**src/rtl/imem_fetch_unit.sv**
```systemverilog
// imem_fetch_unit: programmable instruction memory with pipelined, credit-limited fetch.
// Optional feature macro IFETCH_STATS_EN adds saturating fetch/stall counters.
module imem_fetch_unit #(
    parameter int PC_BIT          = 8,
    parameter int INST_ID_BIT     = 8,
    parameter int OP_BIT          = 3,
    parameter int TAG_ID_BIT      = 2,
    parameter int IMM_BIT         = 4,
    parameter int IMEM_DEPTH      = 32,
    parameter int MEM_LAT         = 1,
    parameter int RESP_FIFO_DEPTH = 4,
    parameter int STAT_BIT        = 16
) (
    input  logic                   clk,
    input  logic                   rst_n,
    input  logic                   load_vld,
    input  logic [PC_BIT-1:0]      load_addr,
    input  logic [OP_BIT+3*TAG_ID_BIT+IMM_BIT-1:0] load_data,
    input  logic [PC_BIT-1:0]      prog_last_pc,
    input  logic                   flush,
    input  logic                   fetch_vld,
    output logic                   fetch_rdy,
    input  logic [INST_ID_BIT-1:0] fetch_id,
    input  logic [PC_BIT-1:0]      fetch_pc,
    output logic                   inst_vld,
    input  logic                   inst_rdy,
    output logic [INST_ID_BIT-1:0] inst_id,
    output logic                   inst_last,
    output logic                   inst_oob,
    output logic [OP_BIT-1:0]      inst_op,
    output logic [TAG_ID_BIT-1:0]  inst_dst_reg,
    output logic [TAG_ID_BIT-1:0]  inst_src_reg1,
    output logic [TAG_ID_BIT-1:0]  inst_src_reg0,
    output logic [IMM_BIT-1:0]     inst_imm
`ifdef IFETCH_STATS_EN
    ,
    output logic [STAT_BIT-1:0]    stat_fetch_cnt,
    output logic [STAT_BIT-1:0]    stat_stall_cnt
`endif
);

    localparam int INST_BIT = OP_BIT + 3 * TAG_ID_BIT + IMM_BIT;
    localparam int MA_W     = (IMEM_DEPTH > 1) ? $clog2(IMEM_DEPTH) : 1;
    localparam int PTR_W    = (RESP_FIFO_DEPTH > 1) ? $clog2(RESP_FIFO_DEPTH) : 1;
    localparam int CNT_W    = PTR_W + 1;
    localparam int OCC_W    = $clog2(RESP_FIFO_DEPTH + MEM_LAT + 1);

    localparam logic [PC_BIT:0]  DEPTH_PC  = (PC_BIT + 1)'(IMEM_DEPTH);
    localparam logic [OCC_W-1:0] DEPTH_OCC = OCC_W'(RESP_FIFO_DEPTH);

    typedef struct packed {
        logic [INST_ID_BIT-1:0] id;
        logic                   last;
        logic                   oob;
        logic [INST_BIT-1:0]    word;
    } ent_t;

    logic [INST_BIT-1:0] mem_q [IMEM_DEPTH];

    logic [MEM_LAT-1:0] pvld_q, pvld_d;
    ent_t               pipe_q [MEM_LAT];
    ent_t               pipe_d [MEM_LAT];

    ent_t               fifo_q [RESP_FIFO_DEPTH];
    ent_t               fifo_d [RESP_FIFO_DEPTH];
    logic [PTR_W-1:0]   rd_ptr_q, rd_ptr_d;
    logic [PTR_W-1:0]   wr_ptr_q, wr_ptr_d;
    logic [CNT_W-1:0]   cnt_q, cnt_d;

    logic [OCC_W-1:0]   occ;
    logic               accept;
    logic               push;
    logic               pop;
    logic               load_in_rng;
    logic               fetch_oob;
    ent_t               new_ent;
    ent_t               head;
    logic [PTR_W-1:0]   head_idx;

    // Credit check: everything in flight plus queued must fit the FIFO
    always_comb begin
        occ = OCC_W'(cnt_q);
        for (int i = 0; i < MEM_LAT; i++) begin
            occ = occ + OCC_W'(pvld_q[i]);
        end
        fetch_rdy = !flush && (occ < DEPTH_OCC);
        accept    = fetch_vld && fetch_rdy;
        push      = pvld_q[MEM_LAT-1];
        pop       = inst_vld && inst_rdy;
    end

    // Memory read for a new request; out-of-range PCs yield an all-zero word
    always_comb begin
        load_in_rng  = {1'b0, load_addr} < DEPTH_PC;
        fetch_oob    = {1'b0, fetch_pc} >= DEPTH_PC;
        new_ent.id   = fetch_id;
        new_ent.last = fetch_pc == prog_last_pc;
        new_ent.oob  = fetch_oob;
        new_ent.word = '0;
        if (!fetch_oob) begin
            new_ent.word = mem_q[fetch_pc[MA_W-1:0]];
        end
    end

    // Instruction store write port; read above sees the pre-write word
    always_ff @(posedge clk) begin
        if (load_vld && load_in_rng) begin
            mem_q[load_addr[MA_W-1:0]] <= load_data;
        end
    end

    // Read pipeline advances every cycle; credits guarantee room at the end
    always_comb begin
        pvld_d[0] = accept;
        pipe_d[0] = new_ent;
        for (int i = 1; i < MEM_LAT; i++) begin
            pvld_d[i] = pvld_q[i-1];
            pipe_d[i] = pipe_q[i-1];
        end
        if (flush) begin
            pvld_d = '0;
        end
    end

    // Response FIFO; a flush empties it but a same-cycle pop still retires
    always_comb begin
        for (int i = 0; i < RESP_FIFO_DEPTH; i++) begin
            fifo_d[i] = fifo_q[i];
        end
        if (push && !flush) begin
            fifo_d[wr_ptr_q] = pipe_q[MEM_LAT-1];
        end
        rd_ptr_d = rd_ptr_q + PTR_W'(pop);
        wr_ptr_d = wr_ptr_q + PTR_W'(push);
        cnt_d    = cnt_q + CNT_W'(push) - CNT_W'(pop);
        if (flush) begin
            wr_ptr_d = rd_ptr_d;
            cnt_d    = '0;
        end
    end

    // Control state and FIFO storage; storage is cleared so outputs reset to 0
    always_ff @(posedge clk) begin
        if (!rst_n) begin
            pvld_q   <= '0;
            rd_ptr_q <= '0;
            wr_ptr_q <= '0;
            cnt_q    <= '0;
            for (int i = 0; i < RESP_FIFO_DEPTH; i++) begin
                fifo_q[i] <= '0;
            end
        end else begin
            pvld_q   <= pvld_d;
            rd_ptr_q <= rd_ptr_d;
            wr_ptr_q <= wr_ptr_d;
            cnt_q    <= cnt_d;
            for (int i = 0; i < RESP_FIFO_DEPTH; i++) begin
                fifo_q[i] <= fifo_d[i];
            end
        end
    end

    // Pipeline payload needs no reset; its valid bits gate it
    always_ff @(posedge clk) begin
        for (int i = 0; i < MEM_LAT; i++) begin
            pipe_q[i] <= pipe_d[i];
        end
    end

    // Head decode; when empty, show the most recently popped entry
    always_comb begin
        inst_vld      = cnt_q != '0;
        head_idx      = inst_vld ? rd_ptr_q : rd_ptr_q - PTR_W'(1);
        head          = fifo_q[head_idx];
        inst_id       = head.id;
        inst_last     = head.last;
        inst_oob      = head.oob;
        inst_imm      = head.word[IMM_BIT-1:0];
        inst_src_reg0 = head.word[IMM_BIT +: TAG_ID_BIT];
        inst_src_reg1 = head.word[IMM_BIT+TAG_ID_BIT +: TAG_ID_BIT];
        inst_dst_reg  = head.word[IMM_BIT+2*TAG_ID_BIT +: TAG_ID_BIT];
        inst_op       = head.word[IMM_BIT+3*TAG_ID_BIT +: OP_BIT];
    end

`ifdef IFETCH_STATS_EN
    localparam logic [STAT_BIT-1:0] STAT_MAX = '1;

    logic [STAT_BIT-1:0] fcnt_q, fcnt_d;
    logic [STAT_BIT-1:0] scnt_q, scnt_d;

    // Saturating counters; flush leaves them untouched
    always_comb begin
        fcnt_d = fcnt_q;
        scnt_d = scnt_q;
        if (accept && fcnt_q != STAT_MAX) begin
            fcnt_d = fcnt_q + 1'b1;
        end
        if (fetch_vld && !fetch_rdy && scnt_q != STAT_MAX) begin
            scnt_d = scnt_q + 1'b1;
        end
    end

    // Statistics registers
    always_ff @(posedge clk) begin
        if (!rst_n) begin
            fcnt_q <= '0;
            scnt_q <= '0;
        end else begin
            fcnt_q <= fcnt_d;
            scnt_q <= scnt_d;
        end
    end

    assign stat_fetch_cnt = fcnt_q;
    assign stat_stall_cnt = scnt_q;
`endif

endmodule
```
**config.mk**
```make
export PLATFORM = sky130hd
export DESIGN_NAME = imem_fetch_unit
export DESIGN_NICKNAME = d
export VERILOG_FILES = /design/src/rtl/imem_fetch_unit.sv
export SDC_FILE = /design/constraint.sdc
export NUM_CORES = 1
export LEC_CHECK = 0
export ABC_AREA = 1
export ABC_CLOCK_PERIOD_IN_PS = 2500
export CORE_AREA = 2 2 314 239
export DETAILED_ROUTE_END_ITERATION = 6
export DIE_AREA = 0 0 316 241
export MAX_ROUTING_LAYER = met4
export PLACE_DENSITY = 0.45
export RECOVER_POWER = 50
export SLEW_MARGIN = 40
export SYNTH_ARGS = -nofsm -noshare
export SYNTH_HDL_FRONTEND = slang
export SYNTH_SLANG_ARGS = --single-unit
```
**constraint.sdc**
```tcl
create_clock -name clk -period 2.5 [get_ports clk]
set_input_delay 0.25 -clock clk [delete_from_list [all_inputs] [get_ports clk]]
set_output_delay 0.25 -clock clk [all_outputs]
set_load 0.01 [all_outputs]
```
==> flow_summary_export.csv <==
group,metric,value,unit
routing,drt_iter0_markers,1357,
synthesis,synthArstFlopShare,0,%
clocking,cts-buffers-inserted,55,
clocking,cts_hold_buffers,0,
placed_design,numPortBuffers,75,
global_route,antenna_found_initial,0,
die,io_pins,76,
clocking,cts-root-buf,"clkbuf_16",
timing,timing.final.ws_setup,0.09496,ns
min_path,holdPathEnd,"push",
routing,viasPerCell,4.709,
min_path,min-delay-start,"fetch_vld",
routing,wl_per_cell,19.21,µm
routing,vias,15090,
routing,firstDrtPassIters,5,
synthesis,synth_area_leader_cell,"edfxtp_1",
worst_setup_path,r2r-start,"mem_q[5][11]",
worst_setup_path,rrSetupSlack,0.92,ns
die,die_width,316,µm
timing,fin_hold_ws,0.1738,ns
timing,setup_viol,0,
placed_design,place_ws,0.2842,ns
synthesis,synth.net_count,2146,
timing,period_minus_slack,2.405,ns
synthesis,yosysSeqAreaShare,68.78,%
power_and_ir_drop,power.density,760.2,nW/µm²
routing,drc,0,
timing,slew_headroom,-37.85,%
global_route,grt.overflow.total,0,
clocking,clkTransAtPathRegs,0.06,ns
worst_setup_path,reg2reg_depth,6,
synthesis,synthesis.area,21740,µm²
placed_design,dp_cells,3103,
clocking,clkLatencyLatePin,0.63,ns
cells_and_area,stdcell_count,3205,
timing,skew,0.02756,ns
routing,drt_wl_total,61580,µm
run,maxCapViolations,13,
die,dieArea,76160,µm²
synthesis,synth_top_area_share,57.45,%
worst_setup_path,critPathMaxFanout,32,
clocking,cts_sinks,539,
timing,clock.fmax,415.8,MHz
timing,tightest_slew,2.068,ns
synthesis,yosys_warnings,0,
die,coreArea,72850,µm²
synthesis,yosysMostFrequentCell,"nand2_1",
die,die_y,241,µm
routing,ant_nets,0,
outcome,status,"finished, violations left",
worst_setup_path,r2r_end,"pipe_q[0][11]",
worst_setup_path,cp-end-kind,"output port",
global_route,grt_pass1_vias,14140,
synthesis,synth_edf_count,416,
timing,finalMaxSlewViolations,429,
global_route,grt_max_degree,72,
min_path,hold_depth,3,
cells_and_area,area_delta_synth_final,18.51,%
cells_and_area,diodes,0,
synthesis,ys_seq_elements,539,
power_and_ir_drop,finalPower,19.59,mW
timing,setup_tns,0,ns
die,initial_core_util,29.85,%
timing,finalHoldViolations,0,
global_route,grt_usage,16.53,%
synthesis,avgSynthCellArea,10.40,µm²
cells_and_area,fin_nets,2249,
synthesis,synthTopCellsByArea,"edfxtp_1, dfxtp_1, nand2_1, nand3_1, nor2_1",
placed_design,gp_congestion,0.8097,
clocking,tritoncts,"done",
synthesis,yosys-top-cells-count,"nand2_1, edfxtp_1, nor2_1",
cells_and_area,drive_gt1_share,9.388,%
clocking,clockBufferDepth,3,
min_path,min_path_type,"primary input to flop",
power_and_ir_drop,ir_drop,0.0005723,V
synthesis,yosysUniqueCellTypes,28,
global_route,grt_pass1_wl,91650,µm
worst_setup_path,path_class,"flop to output port",
placed_design,post-dp-hpwl,37470,µm
timing,fin_crit_sh,96.20,%
clocking,cts_max_level,2,
synthesis,synth_top_flop_cell,"edfxtp_1",
synthesis,synth_cells,2091,
power_and_ir_drop,leakagePower,9.513,nW
die,rows,86,
worst_setup_path,crit_arrival,2.16,ns
worst_setup_path,start_kind,"flop",
outcome,failed_checks,"capacitance limit, slew limit",
worst_setup_path,critPathRequiredTime,2.25,ns
## kinds of logic after synthesis
logic type / share of synthesized area (%)
DFF: 68.78
adders and majority gates: 0.2302
xor gates and xnor gates: 0.4028
AOI/OAI and AO/OA: 5.311
and+or+nand+nor: 21.45
buffers and inverters: 3.827
## how the worst max path moves through the flow
stage / startpoint / endpoint / slack [ns] / depth (start not counted)
after floorplan: load_addr[6] / mem_q[0][0] / 0.49 / 3
after global placement: fetch_pc[1] / pipe_q[0][7] / 0.30 / 9
after detailed placement: cnt_q[1] / inst_src_reg1[0] / 0.28 / 9
after CTS: cnt_q[0] / inst_dst_reg[0] / 0.004 / 7
after global routing: cnt_q[1] / inst_src_reg1[1] / -0.03 / 7
final: cnt_q[1] / inst_id[1] / 0.09 / 9
## flip-flops by register name, indices dropped and copies added (netlist names)
signal,flops
rd_ptr_q,2
push,1
wr_ptr_q,2
cnt_q,3
mem_q,416
fifo_q,92
pipe_q,23
## per-layer routing
layer  wire length, µm  vias to the layer above  track usage (%)
li1                  -                     7357                -
met1             30890                     7369            23.95
met2             26660                      287            23.95
met3              2810                       78            2.732
met4              1217                        0            4.122
met5                 0                        -                -
## metrics by stage
stage | util, % | instance area [µm²]
floorplan | - | 21740
global placement | 32.88 | 23950
detailed placement | 32.88 | 23950
CTS | 35.49 | 25850
global route | 35.37 | 25770
finish | 35.37 | 25770
## worst max-delay path, cell delays in order, from the launching register on
cell	delay [ns]
dfxtp_2	0.33
nor2_4	0.15
nand2_2	0.08
nand2_2	0.08
nand2_4	0.08
inv_2	0.10
buf_12	0.17
o21ai_0	0.09
o22ai_1	0.17
clkdlybuf4s15_1	0.26
## cells in the final DEF, fill, tap and decap left out, types with 4 or more instances in the layout
master	count
clkbuf_16	57
inv_2	7
o22ai_1	22
clkdlybuf4s50_1	26
dlygate4sd3_1	21
buf_12	14
xnor2_1	6
clkinv_2	9
ha_1	4
buf_4	67
o21ai_1	18
bufinv_16	7
clkinvlp_4	4
nand2_1	521
edfxtp_1	416
clkbuf_1	23
a21oi_1	26
inv_1	41
dfxtp_1	121
nand3_1	291
clkbuf_2	10
nor2_1	310
o21ai_0	156
clkinv_1	11
buf_2	8
## final cells by class
cell class | count | area [µm²]
clock buffer | 68 | 1488
clock inverter | 32 | 351.6
fill | 7187 | 47080
inverter | 51 | 198.9
multi-input combinational | 1375 | 6013
sequential | 539 | 14960
tap | 968 | 1211
timing repair buffer | 172 | 1548
## report_power, final
| part | switching [mW] | internal [mW] |
|---|---|---|
| clock network | 3.52 | 4.94 |
| registers | 0.0389 | 9.70 |
| logic | 0.946 | 0.451 |
## timing repair
action	in CTS	in global routing
setup endpoints to repair	23	22
cloned	1	0
pin swaps	2	4
gates resized for setup	60	31
buffers inserted	1	0
(Power assumes the default switching activity.)
